--- config.mk ---
export PLATFORM = sky130hd
export DESIGN_NAME = jtdsp16_loop_cache_flat
export DESIGN_NICKNAME = d
export VERILOG_FILES = /design/src/rtl/jtdsp16_loop_cache_pkg.sv /design/src/rtl/jtdsp16_loop_cache_if.sv /design/src/rtl/jtdsp16_cache_mem.sv /design/src/rtl/jtdsp16_loop_cache.sv /design/src/flat_wrapper.sv
export SDC_FILE = /design/constraint.sdc
export NUM_CORES = 1
export LEC_CHECK = 0
export ABC_AREA = 1
export CORE_MARGIN = 3
export CORE_UTILIZATION = 28
export DETAILED_ROUTE_END_ITERATION = 8
export PLACE_DENSITY = 0.53
export SLEW_MARGIN = 20
export SYNTH_ARGS = -nofsm -noshare
export SYNTH_HDL_FRONTEND = slang
export SYNTH_SLANG_ARGS = --single-unit
export TNS_END_PERCENT = 20
--- constraint.sdc ---
create_clock -name clk -period 4.7 [get_ports clk]
set_clock_uncertainty 0.05 [all_clocks]
set_input_delay 0.94 -clock clk [delete_from_list [all_inputs] [get_ports clk]]
set_output_delay 0.94 -clock clk [all_outputs]
set_load 0.02 [all_outputs]
--- src/rtl/jtdsp16_loop_cache_pkg.sv ---
// Shared definitions for the DSP16 do/redo loop cache: sizes, FSM states and do_data field layout.
package jtdsp16_loop_cache_pkg;
    localparam int LC_DEPTH = 15;
    localparam int LC_KW    = 4;
    localparam int LC_NW    = 7;

    localparam int DO_N_MSB = 10;
    localparam int DO_N_LSB = 4;
    localparam int DO_K_MSB = 3;
    localparam int DO_K_LSB = 0;

    typedef enum logic [1:0] {
        ST_IDLE   = 2'd0,
        ST_RECORD = 2'd1,
        ST_REPLAY = 2'd2
    } lc_state_t;
endpackage

--- src/rtl/jtdsp16_loop_cache_if.sv ---
// Control/instruction bus between jtdsp16_ctrl (master) and the loop cache sequencer (slave).
interface jtdsp16_loop_cache_if;
    logic        do_start;
    logic        redo_start;
    logic [10:0] do_data;
    logic        inst_issue;
    logic [15:0] rom_dout;
    logic [15:0] cache_dout;
    logic        cache_sel;
    logic        pc_halt;
    logic        no_int;
    logic        busy;

    modport master (
        output do_start, redo_start, do_data, inst_issue, rom_dout,
        input  cache_dout, cache_sel, pc_halt, no_int, busy
    );
    modport slave (
        input  do_start, redo_start, do_data, inst_issue, rom_dout,
        output cache_dout, cache_sel, pc_halt, no_int, busy
    );
endinterface

--- src/rtl/jtdsp16_cache_mem.sv ---
// DEPTH x 16 loop-body register file: one synchronous write port, one asynchronous read port.
module jtdsp16_cache_mem #(
    parameter int DEPTH = 15,
    parameter int AW    = 4
) (
    input  logic          clk,
    input  logic          we,
    input  logic [AW-1:0] waddr,
    input  logic [15:0]   wdata,
    input  logic [AW-1:0] raddr,
    output logic [15:0]   rdata
);
    logic [15:0] mem [DEPTH];

    always_ff @(posedge clk) begin
        if (we && int'(waddr) < DEPTH) mem[waddr] <= wdata;
    end

    // Pointer space may be wider than DEPTH; unused addresses read as zero
    assign rdata = (int'(raddr) < DEPTH) ? mem[raddr] : 16'h0000;
endmodule

--- src/rtl/jtdsp16_loop_cache.sv ---
// do/redo sequencer: records K body words from ROM, then replays them from the cache with the PC held.
module jtdsp16_loop_cache
    import jtdsp16_loop_cache_pkg::*;
#(
    parameter int DEPTH = LC_DEPTH,
    parameter int KW    = LC_KW,
    parameter int NW    = LC_NW
) (
    input  logic                    clk,
    input  logic                    rst,
    input  logic                    cen,
    jtdsp16_loop_cache_if.slave     bus
);
    lc_state_t         state;
    logic [KW-1:0]     k_reg, wr_ptr, rd_ptr, k_field, k_in, k_last;
    logic [NW-1:0]     n_cnt, n_in;
    logic              cache_we;

    assign k_field = KW'(bus.do_data[DO_K_MSB:DO_K_LSB]);
    assign k_in    = (int'(k_field) > DEPTH) ? KW'(DEPTH) : k_field;
    assign n_in    = NW'(bus.do_data[DO_N_MSB:DO_N_LSB]);
    assign k_last  = k_reg - KW'(1);

    always_ff @(posedge clk) begin
        if (rst) begin
            state  <= ST_IDLE;
            k_reg  <= '0;
            n_cnt  <= '0;
            wr_ptr <= '0;
            rd_ptr <= '0;
        end else if (cen) begin
            case (state)
                ST_IDLE: begin
                    if (bus.do_start && k_in != '0 && n_in != '0) begin
                        k_reg  <= k_in;
                        n_cnt  <= n_in;
                        wr_ptr <= '0;
                        state  <= ST_RECORD;
                    end else if (bus.redo_start && k_reg != '0 && n_in != '0) begin
                        n_cnt  <= n_in;
                        rd_ptr <= '0;
                        state  <= ST_REPLAY;
                    end
                end
                ST_RECORD: begin
                    if (bus.inst_issue) begin
                        wr_ptr <= wr_ptr + KW'(1);
                        if (wr_ptr == k_last) begin
                            if (n_cnt == NW'(1)) begin
                                state <= ST_IDLE;
                            end else begin
                                n_cnt  <= n_cnt - NW'(1);
                                rd_ptr <= '0;
                                state  <= ST_REPLAY;
                            end
                        end
                    end
                end
                ST_REPLAY: begin
                    if (bus.inst_issue) begin
                        if (rd_ptr == k_last) begin
                            rd_ptr <= '0;
                            if (n_cnt == NW'(1)) state <= ST_IDLE;
                            else                 n_cnt <= n_cnt - NW'(1);
                        end else begin
                            rd_ptr <= rd_ptr + KW'(1);
                        end
                    end
                end
                default: state <= ST_IDLE;
            endcase
        end
    end

    // Only the body fetch from ROM lands in the cache
    assign cache_we = cen && bus.inst_issue && (state == ST_RECORD);

    jtdsp16_cache_mem #(.DEPTH(DEPTH), .AW(KW)) u_mem (
        .clk   (clk),
        .we    (cache_we),
        .waddr (wr_ptr),
        .wdata (bus.rom_dout),
        .raddr (rd_ptr),
        .rdata (bus.cache_dout)
    );

    assign bus.busy      = (state != ST_IDLE);
    assign bus.no_int    = (state != ST_IDLE);
    assign bus.cache_sel = (state == ST_REPLAY);
    assign bus.pc_halt   = (state == ST_REPLAY);
endmodule

--- src/flat_wrapper.sv ---
// flat-port wrapper written by rule: the top's interface ports become plain ports
module jtdsp16_loop_cache_flat import jtdsp16_loop_cache_pkg::*;
#(
    parameter int DEPTH = LC_DEPTH,
    parameter int KW    = LC_KW,
    parameter int NW    = LC_NW
)
  (clk, rst, cen, bus_do_start, bus_redo_start, bus_do_data, bus_inst_issue, bus_rom_dout, bus_cache_dout, bus_cache_sel, bus_pc_halt, bus_no_int, bus_busy);
  jtdsp16_loop_cache_if bus_i ();
  input  logic clk;
  input  logic rst;
  input  logic cen;
  input wire logic [$bits(bus_i.do_start)-1:0] bus_do_start;
  input wire logic [$bits(bus_i.redo_start)-1:0] bus_redo_start;
  input wire logic [$bits(bus_i.do_data)-1:0] bus_do_data;
  input wire logic [$bits(bus_i.inst_issue)-1:0] bus_inst_issue;
  input wire logic [$bits(bus_i.rom_dout)-1:0] bus_rom_dout;
  output wire logic [$bits(bus_i.cache_dout)-1:0] bus_cache_dout;
  output wire logic [$bits(bus_i.cache_sel)-1:0] bus_cache_sel;
  output wire logic [$bits(bus_i.pc_halt)-1:0] bus_pc_halt;
  output wire logic [$bits(bus_i.no_int)-1:0] bus_no_int;
  output wire logic [$bits(bus_i.busy)-1:0] bus_busy;
  assign bus_i.do_start = bus_do_start;
  assign bus_i.redo_start = bus_redo_start;
  assign bus_i.do_data = bus_do_data;
  assign bus_i.inst_issue = bus_inst_issue;
  assign bus_i.rom_dout = bus_rom_dout;
  assign bus_cache_dout = bus_i.cache_dout;
  assign bus_cache_sel = bus_i.cache_sel;
  assign bus_pc_halt = bus_i.pc_halt;
  assign bus_no_int = bus_i.no_int;
  assign bus_busy = bus_i.busy;
  jtdsp16_loop_cache #(.DEPTH(DEPTH), .KW(KW), .NW(NW)) u_core (.clk(clk), .rst(rst), .cen(cen), .bus(bus_i));
endmodule
==> metrics.md <==
| Metric | Value |
|---|---|
| Status | finished clean |
| Grt total ovfl | 0 |
| Setup crit end kind | output port |
| Leakage power | 0.004614 µW |
| Final worst path period need | 4085 ps |
| First-pass GRT wire length | 44,060 µm |
| Total CTS buffers | 29 |
| Layout cells sized above 1 | 9.276% |
| Period Utilization, post-route | 86.91% |
| Crit path launch type | flip-flop |
| Post-Syn Nets | 1,041 |
| Root Buffer | clkbuf_16 |
| Critical Path Fanout Max | 112 |
| Top FF cell, synth | edfxtp_1 |
| Placed inst area | 12,400 µm² |
| Initial Util | 28.67% |
| R2r endpoint | u_core.u_mem.mem[5][8] |
| Post-synth EDFFs | 240 |
| Fin area | 13,270 µm² |
| R2R cell count | 8 |
| Seq/Total Area, Yosys | 68.93% |
| Post-route DRC | 0 |
| #FFs+latches synth | 265 |
| Overall power | 7054 µW |
| Max cap viols | 0 |
| Syn Area/Cell | 11.24 µm² |
| # hold bufs at CTS | 0 |
| Worst-Margin Slew | 914.0 ps |
| Biggest regs | u_core.u_mem.mem: 240 flops, u_core.n_cnt: 7 flops |
| F_max | 244.8 MHz |
| Clock Pin Slew Worst Setup and Hold Paths | 60 ps |
| Post-detail-place hpwl | 17,330 µm |
| WS Path Type | reg -> out |
| Die area | 42,370 µm² |
| Top reg by flops | u_core.u_mem.mem |
| Vias in the first global route | 7,226 |
| Initial antenna violation count | 0 |
| Core Box Area | 39,010 µm² |
| Resized cells post-CTS | 0 |
| Worst Path Arrival | 3090 ps |
| Max rail drop VDD | 0.0002349 V |
| H-tree depth | 1 |
| Setup TNS | 0 ps |
| Hold Fails Final Rpt | 0 |
| GP Congestion | 0.7848 |
| First-pass detailed-route iteration total | 5 |
| Max Transition Viols Final | 0 |
| Vias per std cell | 4.759 |
| Pwr per Cell Area | 531.5 nW/µm² |
| Die Span X | 205.8 µm |
| YS warnings | 0 |
| Layout area overhead | 18.70% |
| DR vias | 7,595 |
| Final net count | 1,102 |
| RSZ-0062 raised after global routing | no |
| Post-layout util | 34.03% |
| Total Wirelength | 28,480 µm |
| Post-synthesis cell area | 11,180 µm² |
| Setup Fix Bufs, Post-CTS | 0 |
| Endpoints failing setup | 0 |
| Max FFs per register | 240 |
| Commonest cells after routing, fill and taps aside | 240 x edfxtp_1, 162 x nand2_1, 129 x nor2_1, 109 x o21ai_0, 52 x clkdlybuf4s50_1 |
| Routed WL per cell | 17.85 µm |
| CTS tree | built |
| Top-Level Pins | 53 |
| Most common cell after layout, fill and taps aside | edfxtp_1 |
| Async set or reset register ratio after synthesis | 0% |
| Reg2Reg Launch Point | u_core.state[1] |
| Row count | 72 |
| Antenna-violating nets left | 0 |
| Die Y-Extent | 205.8 µm |
| Clk sinks | 265 |
| Clk_lat worst skew | 530 ps |
| Count of different cell masters after synthesis | 35 |
| Clk buf depth | 3 |
| Worst slew margin | 39.00% |
| All-Layer GR Usage | 13.40% |
| End of the critical path | bus_cache_dout[5] |
| Worst Hold Class | reg -> reg |
| Synth Instances | 995 |
| Required @ worst endpoint | 3710 ps |
| R2R Setup Slk | 1720 ps |
| Largest net degree at the start of global routing | 113 |
| Diode count | 0 |
| DRT iter0 DRCs | 554 |
| Port buffer count | 52 |
-- power by group --
part           switching (µW)  internal [µW]  total, µW
logic                    1450            795       2240
clock network             892           1200       2100
registers                67.2           2650       2720
total                    2410           4650       7050
-- final cells by class --
type	count	area, µm²
multi-input cells	629	3085
flip-flops and latches	265	7712
inverters	53	198.9
clock inverters	15	105.1
well taps	518	648.1
clock buffers	38	769.5
repair buffers	78	753.2
fillers	3888	25730
-- cell families after synthesis --
kind of cell | Yosys count | share of synthesized area, %
flip-flops | 265 | 68.93
buffers and inverters | 101 | 3.883
AND/OR/NAND/NOR | 385 | 14.27
adder cells (fa/ha/maj) | 13 | 1.455
multiplexers | 6 | 0.5371
XOR/XNOR | 3 | 0.2350
AO/OA/AOI/OAI | 222 | 10.70
-- worst min path at each step --
stage,start,to,slack [ps],cells after the start
floorplan,u_core.k_reg[1],u_core.k_reg[1],430,2
finish,u_core.k_reg[1],u_core.k_reg[1],490,2
global route,u_core.k_reg[1],u_core.k_reg[1],510,2
global placement,u_core.k_reg[3],u_core.k_reg[3],470,2
detailed placement,u_core.k_reg[1],u_core.k_reg[1],470,2
CTS,u_core.k_reg[1],u_core.k_reg[1],480,2
-- metrics by stage --
step,worst slack [ps],hold WS (ps),instances
floorplan,1713,431.1,995
global placement,1011,473.9,1543
detailed placement,964.8,473.7,1543
CTS,540.6,483.3,1596
global route,339.9,508.7,1596
finish,615.2,491.3,1596
-- critical path: stages, from the launching register on --
cell and delay (ps):
dfxtp_4 360, buf_12 370, o21ai_0 220, o22ai_1 330
nand2_1 100, nand2_1 80, a21oi_1 50, nor3_1 320
clkdlybuf4s50_1 680
-- synthesized netlist by cell type (6+ instances only) --
| cell type | count | area share [%] |
|---|---|---|
| ha_1 | 13 | 1.5 |
| inv_1 | 47 | 1.6 |
| o22ai_1 | 42 | 2.3 |
| a21oi_1 | 51 | 2.3 |
| buf_2 | 17 | 0.76 |
| o211ai_1 | 6 | 0.40 |
| a31oi_1 | 7 | 0.39 |
| dfxtp_1 | 25 | 4.5 |
| edfxtp_1 | 240 | 64 |
| clkbuf_1 | 24 | 0.81 |
| nand3_1 | 50 | 2.2 |
| nor2_1 | 141 | 4.7 |
| mux2i_1 | 6 | 0.54 |
| nand2_1 | 162 | 5.4 |
| o21ai_0 | 109 | 4.9 |
| nor3_1 | 17 | 0.76 |
-- per-layer routing --
metal	up-vias	GRT usage, %	share of wire, %
li1	3658	-	-
met1	3680	19.00	46
met2	218	21.23	45
met3	39	2.057	5.6
met4	0	4.097	2.7
met5	-	0	0
Power figures use the tool's default switching activity.
